File: src/rtl/uart_pkg.sv
// uart_pkg: shared receiver states, parity modes and width helpers.
package uart_pkg;
   typedef enum logic [2:0] {IDLE, START, DATA, PARITY, STOP} state_t;
   localparam int PARITY_NONE = 0;
   localparam int PARITY_EVEN = 1;
   localparam int PARITY_ODD  = 2;
   function automatic int cnt_w(input int os);
      return $clog2(os);
   endfunction
   function automatic int idx_w(input int db);
      return $clog2(db + 1);
   endfunction
endpackage

File: src/rtl/uart_rx_frame_ctrl_if.sv
// uart_rx_frame_ctrl_if: received-word holding register handshake and status flags.
interface uart_rx_frame_ctrl_if #(parameter int DATA_BITS = 8);
   logic [DATA_BITS-1:0] rx_data;
   logic rx_valid;
   logic rx_ready;
   logic rx_parity_err;
   logic rx_frame_err;
   logic rx_break;
   logic rx_overrun;
   modport master (output rx_data, rx_valid, rx_parity_err, rx_frame_err, rx_break, rx_overrun,
                   input rx_ready);
   modport slave (input rx_data, rx_valid, rx_parity_err, rx_frame_err, rx_break, rx_overrun,
                  output rx_ready);
endinterface

File: src/rtl/uart_rx_frame_ctrl_sampler.sv
// uart_rx_sampler: 2-flop synchroniser, start-edge detect and per-sample value.
// UART_RX_MAJORITY_VOTE_EN selects a 3-sample majority instead of a single sample.
module uart_rx_sampler (
   input  logic clk,
   input  logic resetn,
   input  logic ip_rx_data,
   output logic s_rx,
   output logic fall_edge,
   output logic sample_val
);
   logic s1, s2, s3;
   always_ff @(posedge clk or negedge resetn)
      if (!resetn) {s1, s2, s3} <= 3'b111;
      else {s1, s2, s3} <= {ip_rx_data, s1, s2};
   assign s_rx = s2;
   assign fall_edge = s3 & ~s2;
`ifdef UART_RX_MAJORITY_VOTE_EN
   logic s4;
   always_ff @(posedge clk or negedge resetn)
      if (!resetn) s4 <= 1'b1;
      else s4 <= s3;
   assign sample_val = (s2 & s3) | (s2 & s4) | (s3 & s4);
`else
   assign sample_val = s2;
`endif
endmodule

File: src/rtl/uart_rx_frame_ctrl.sv
// uart_rx_frame_ctrl: parametrised UART receiver with error flags and one-word holding register.
// Build option UART_RX_MAJORITY_VOTE_EN enables majority-vote sampling in the sampler.
module uart_rx_frame_ctrl
   import uart_pkg::*;
#(
   parameter int DATA_BITS   = 8,
   parameter int OVERSAMPLE  = 16,
   parameter int PARITY_MODE = 0,
   parameter int STOP_BITS   = 1
) (
   input  logic clk,
   input  logic resetn,
   input  logic ip_rx_data,
   uart_rx_frame_ctrl_if.master rx
);
   localparam int CW = cnt_w(OVERSAMPLE);
   localparam int IW = idx_w(DATA_BITS);

   if (DATA_BITS < 5 || DATA_BITS > 9 || OVERSAMPLE < 4 || OVERSAMPLE > 64 || (OVERSAMPLE % 2) != 0 ||
       PARITY_MODE < 0 || PARITY_MODE > 2 || (STOP_BITS != 1 && STOP_BITS != 2)) begin : g_bad_param
      $fatal(1, "uart_rx_frame_ctrl: illegal parameter value");
   end

   state_t state, state_n;
   logic [CW-1:0] cnt, cnt_n;
   logic [IW-1:0] idx, idx_n;
   logic [DATA_BITS-1:0] sh, sh_n, data_q;
   logic perr, perr_n, ferr, ferr_n, brk, brk_n, pbit, pbit_n, done;
   logic valid_q, pe_q, fe_q, brk_q, ovr_q;
   logic s_rx, fall_edge, sample_val, half, full, accept, load;

   uart_rx_sampler u_sampler (
      .clk(clk), .resetn(resetn), .ip_rx_data(ip_rx_data),
      .s_rx(s_rx), .fall_edge(fall_edge), .sample_val(sample_val)
   );

   assign half = cnt == CW'(OVERSAMPLE / 2 - 1);
   assign full = cnt == CW'(OVERSAMPLE - 1);

   always_ff @(posedge clk or negedge resetn)
      if (!resetn) begin
         state <= IDLE;
         cnt   <= '0;
         idx   <= '0;
         sh    <= '0;
         {perr, ferr, brk, pbit} <= 4'b0;
      end else begin
         state <= state_n;
         cnt   <= cnt_n;
         idx   <= idx_n;
         sh    <= sh_n;
         {perr, ferr, brk, pbit} <= {perr_n, ferr_n, brk_n, pbit_n};
      end

   always_comb begin
      state_n = state;
      cnt_n   = cnt + 1'b1;
      idx_n   = idx;
      sh_n    = sh;
      perr_n  = perr;
      ferr_n  = ferr;
      brk_n   = brk;
      pbit_n  = pbit;
      done    = 1'b0;
      case (state)
         IDLE: begin
            cnt_n = '0;
            if (fall_edge && !s_rx) state_n = START;
         end
         START: if (half) begin
            cnt_n = '0;
            idx_n = '0;
            {perr_n, ferr_n, brk_n, pbit_n} = 4'b0;
            state_n = sample_val ? IDLE : DATA;
         end
         DATA: if (full) begin
            cnt_n = '0;
            sh_n  = {sample_val, sh[DATA_BITS-1:1]};
            idx_n = idx + 1'b1;
            if (idx == IW'(DATA_BITS - 1)) begin
               idx_n   = '0;
               state_n = (PARITY_MODE != PARITY_NONE) ? PARITY : STOP;
            end
         end
         PARITY: if (full) begin
            cnt_n   = '0;
            pbit_n  = sample_val;
            perr_n  = (^{sh, sample_val}) ^ (PARITY_MODE == PARITY_ODD);
            state_n = STOP;
         end
         STOP: if (full) begin
            cnt_n  = '0;
            idx_n  = idx + 1'b1;
            ferr_n = ferr | ~sample_val;
            // break is judged on the first stop bit only
            if (idx == '0) brk_n = ~|sh & ~pbit & ~sample_val;
            if (idx == IW'(STOP_BITS - 1)) begin
               state_n = IDLE;
               done    = 1'b1;
            end
         end
         default: state_n = IDLE;
      endcase
   end

   assign accept = valid_q & rx.rx_ready;
   assign load   = done & (~valid_q | rx.rx_ready);

   always_ff @(posedge clk or negedge resetn)
      if (!resetn) begin
         data_q  <= '0;
         {valid_q, pe_q, fe_q, brk_q, ovr_q} <= 5'b0;
      end else begin
         if (load) begin
            data_q  <= sh;
            pe_q    <= perr;
            fe_q    <= ferr_n;
            brk_q   <= brk_n;
            valid_q <= 1'b1;
         end else if (done) ovr_q <= 1'b1;
         else if (accept) valid_q <= 1'b0;
         if (accept) ovr_q <= 1'b0;
      end

   assign rx.rx_data       = data_q;
   assign rx.rx_valid      = valid_q;
   assign rx.rx_parity_err = pe_q;
   assign rx.rx_frame_err  = fe_q;
   assign rx.rx_break      = brk_q;
   assign rx.rx_overrun    = ovr_q;
endmodule

File: src/flat_wrapper.sv
// flat-port wrapper written by rule: the top's interface ports become plain ports
module uart_rx_frame_ctrl_flat import uart_pkg::*;
#(
   parameter int DATA_BITS   = 8,
   parameter int OVERSAMPLE  = 16,
   parameter int PARITY_MODE = 0,
   parameter int STOP_BITS   = 1
)
  (clk, resetn, ip_rx_data, rx_rx_data, rx_rx_valid, rx_rx_parity_err, rx_rx_frame_err, rx_rx_break, rx_rx_overrun, rx_rx_ready);
  uart_rx_frame_ctrl_if #(.DATA_BITS(DATA_BITS)) rx_i ();
  input  logic clk;
  input  logic resetn;
  input  logic ip_rx_data;
  output wire logic [$bits(rx_i.rx_data)-1:0] rx_rx_data;
  output wire logic [$bits(rx_i.rx_valid)-1:0] rx_rx_valid;
  output wire logic [$bits(rx_i.rx_parity_err)-1:0] rx_rx_parity_err;
  output wire logic [$bits(rx_i.rx_frame_err)-1:0] rx_rx_frame_err;
  output wire logic [$bits(rx_i.rx_break)-1:0] rx_rx_break;
  output wire logic [$bits(rx_i.rx_overrun)-1:0] rx_rx_overrun;
  input wire logic [$bits(rx_i.rx_ready)-1:0] rx_rx_ready;
  assign rx_rx_data = rx_i.rx_data;
  assign rx_rx_valid = rx_i.rx_valid;
  assign rx_rx_parity_err = rx_i.rx_parity_err;
  assign rx_rx_frame_err = rx_i.rx_frame_err;
  assign rx_rx_break = rx_i.rx_break;
  assign rx_rx_overrun = rx_i.rx_overrun;
  assign rx_i.rx_ready = rx_rx_ready;
  uart_rx_frame_ctrl #(.DATA_BITS(DATA_BITS), .OVERSAMPLE(OVERSAMPLE), .PARITY_MODE(PARITY_MODE), .STOP_BITS(STOP_BITS)) u_core (.clk(clk), .resetn(resetn), .ip_rx_data(ip_rx_data), .rx(rx_i));
endmodule
File: config.mk
export PLATFORM = sky130hd
export DESIGN_NAME = uart_rx_frame_ctrl_flat
export DESIGN_NICKNAME = d
export VERILOG_FILES = /design/src/rtl/uart_pkg.sv /design/src/rtl/uart_rx_frame_ctrl_if.sv /design/src/rtl/uart_rx_frame_ctrl_sampler.sv /design/src/rtl/uart_rx_frame_ctrl.sv /design/src/flat_wrapper.sv
export SDC_FILE = /design/constraint.sdc
export NUM_CORES = 1
export LEC_CHECK = 0
export ABC_AREA = 1
export CAP_MARGIN = 25
export CORE_MARGIN = 4
export CORE_UTILIZATION = 45
export DETAILED_ROUTE_END_ITERATION = 16
export DONT_BUFFER_PORTS = 1
export PLACE_DENSITY = 0.68
export SETUP_SLACK_MARGIN = 0.1
export SYNTH_ARGS = -nofsm -noshare
export SYNTH_HDL_FRONTEND = slang
export SYNTH_SLANG_ARGS = --single-unit
File: constraint.sdc
create_clock -name clk -period 2.7 [get_ports clk]
set_input_delay 0.405 -clock clk [delete_from_list [all_inputs] [get_ports clk]]
set_output_delay 0.405 -clock clk [all_outputs]
set_load 0.005 [all_outputs]
==> results.ini <==
[outcome]
outcome=finished clean

[placement]
io_buffer_count=0
gp_congestion=0.882
place_ws_ns=0.971
dp_cells=281
place_area_um2=1980
place_hpwl_um=2440

[timing]
maxSlewViolCount=0
setup_ws_ns=0.955
relSlewSlack=0.695
period_minus_slack_ns=1.75
finalSetupViolations=0
finalClockSkew_ns=0.00926
final_hold_viol_count=0
tns_ns=0
rsz0062_at_grt=false
min_period_over_period=0.646
max_freq_mhz=573
worst_pin_slew_ns=0.455

[synth]
synth-seq-cells=39
avgSynthCellArea_um2=8.32
syn_inst=234
synth_cell_types=27
yosysWarnings=0
synth.cell_area_um2=1950
syn_nets=241
ys_seq_area_frac=0.503

[cts]
cts_tree=built
cts_max_path_buffers=2
cts_sinks=39
root_buffer=clkbuf_8
tritoncts.num_buffers=5
clkLatencyLatePin_ns=0.29
clkSlewWorstSetupHoldPaths_ns=0.08
htree_num_levels=2
cts_setup_buffers=0

[global_route]
antenna_found_initial=0
overflow=0
grt_pass1_wl_um=5690
grt_pass1_vias=1299
grt_usage=0.138
grt_max_degree=40

[drt]
detail-route-antenna-nets=0
remaining_drc_errors=0
num_vias=1402
viasPerCell=4.82
wl_um=3330
drt_iter0_drc=78
avgRoutedWirePerCell_um=11.5
drtPass1Iterations=5

[power]
p_int_w=0.00105
p_seq_frac=0.438
powerDensity_nw_per_um2=748
p_clk_frac=0.303
p_total_w=0.00159
power.switching_w=0.000541
vdd_drop_max_uv=360
p_leak_nw=1.10
p_comb_frac=0.259
switching_share=0.341

[layout]
final_nets=247
layout.cells.non_filler=291
finish.instance_area_um2=2120
antenna_cells=0
drive_gt1_frac=0.149
fillers=402
area_delta_synth_final_pct=9.13

[floorplan]
dieHeight_um=73.8
io_pins=17
dieArea_um2=5440
coreArea_um2=4090
row_count=23
start_util=0.476
die_w_um=73.8

[setup_path]
critPathLaunchType=register
critPathCaptureType=register
cp.arrival_ns=1.92
criticalPathCategory=reg -> reg
cp.required_ns=2.88
crit_fanout=21

[min_path]
hp-class=in -> reg

[flow_run]
cap_violations=0

-- final cells by class --
type | instances | area (µm²) | area share
clock buffer | 5 | 68.8 | 0.0324
inverter | 33 | 124 | 0.0583
timing repair buffer | 2 | 30.0 | 0.0141
tap | 50 | 62.6 | 0.0294
clock inverter | 3 | 43.8 | 0.0206
multi-input combinational | 159 | 816 | 0.384
sequential | 39 | 980 | 0.461
-- final timing paths --
check | cells past startpoint | startpoint | slack, ns | end
min | 0 | ip_rx_data | 0.11 | u_core.u_sampler.s1
max reg2reg | 9 | u_core.cnt[0] | 0.95 | u_core.rx.rx_frame_err
min reg2reg | 0 | u_core.u_sampler.s1 | 0.36 | u_core.u_sampler.s_rx
max | 9 | u_core.cnt[0] | 0.95 | u_core.rx.rx_frame_err
max in group asynchronous | 2 | resetn | 1.89 | u_core.u_sampler.s3
min in group asynchronous | 2 | resetn | 0.56 | u_core.cnt[1]
-- registers in the layout, summed over array words and instances, names as in the netlist --
register                 count
u_core.rx.rx_data            8
u_core.sh                    8
u_core.cnt                   4
u_core.idx                   4
u_core.state                 3
u_core.brk                   1
u_core.ferr                  1
u_core.pbit                  1
u_core.perr                  1
u_core.rx.rx_break           1
u_core.rx.rx_frame_err       1
u_core.rx.rx_overrun         1
u_core.rx.rx_parity_err      1
u_core.rx.rx_valid           1
u_core.u_sampler.s1          1
u_core.u_sampler.s3          1
u_core.u_sampler.s_rx        1
-- through the flow --
stage                     hold WS (ns)   util
after floorplan                  0.109      -
after global placement           0.111  0.485
after detailed placement         0.111  0.485
after CTS                       0.0930  0.520
after global routing            0.0880  0.520
final                            0.106  0.520
-- logic make-up (layout without fill, tap and decap cells) --
logic type	count (synthesis)	count (layout)	synth area share
buffers and inverters	36	43	0.0778
adders and majority gates	3	3	0.0193
AOI/OAI and AO/OA	34	34	0.121
and+or+nand+nor	118	118	0.260
DFF	39	39	0.503
xor gates and xnor gates	4	4	0.0180
-- per-layer routing --
layer | wire length, µm | share of wire | vias to the layer above | GRT usage
met5 | 0 | 0 | - | 0
met4 | 47 | 0.014 | 0 | 0.0543
met3 | 120 | 0.036 | 6 | 0.0410
met2 | 1420 | 0.42 | 18 | 0.206
met1 | 1750 | 0.52 | 632 | 0.188
li1 | - | - | 746 | -
-- synth_stat cells, drive strengths merged --
| library cell | instances | share of area |
|---|---|---|
| a211oi | 1 | 0.0039 |
| a21oi | 1 | 0.0084 |
| a22oi | 1 | 0.0039 |
| buf | 3 | 0.014 |
| dfrtp | 36 | 0.46 |
| dfstp | 3 | 0.040 |
| ha | 3 | 0.019 |
| inv | 33 | 0.064 |
| nand2 | 83 | 0.17 |
| nand3 | 10 | 0.026 |
| nand4 | 2 | 0.0064 |
| nor2 | 20 | 0.045 |
| nor3 | 2 | 0.011 |
| nor4 | 1 | 0.0032 |
| o21ai | 29 | 0.098 |
| o21bai | 1 | 0.0039 |
| o31ai | 1 | 0.0039 |
| xnor2 | 1 | 0.0045 |
| xor2 | 3 | 0.013 |
-- power groups by stage --
stage          clock, W  combinational [W]  sequential (W)
6_report       0.000482           0.000411        0.000696
4_1_cts        0.000498           0.000418        0.000696
3_3_place_gp          0           0.000398        0.000705
3_5_place_dp          0           0.000399        0.000706
5_1_grt        0.000520           0.000479        0.000704
2_1_floorplan         0           0.000332        0.000696
-- cells in the final DEF, fill, tap and decap left out, types with 2 or more instances in the layout --
master	synthesis	layout
inv_1	31	31
o21ai_2	12	12
nor2_2	2	2
ha_1	3	3
dfrtp_1	36	36
clkbuf_8	0	5
nand2_2	4	4
inv_2	2	2
xor2_1	3	3
nor2_1	17	17
dfstp_2	3	3
nand4_1	2	2
nand3_1	10	10
o21ai_0	17	17
nand2_1	78	78
-- worst max-delay path: stages (launching register included) --
cell     delay [ns]
dfrtp_1        0.40
ha_1           0.21
nand2_1        0.09
inv_1          0.07
nand2_1        0.17
nor3_4         0.07
nand2_2        0.35
inv_1          0.14
nand2_1        0.09
nand2_1        0.04
-- what timing repair did --
item                      in CTS  in global routing
hold endpoints to repair      39                  0
gates resized for setup        0                  0
hold buffers                   2                  0
Power figures use the tool's default switching activity.
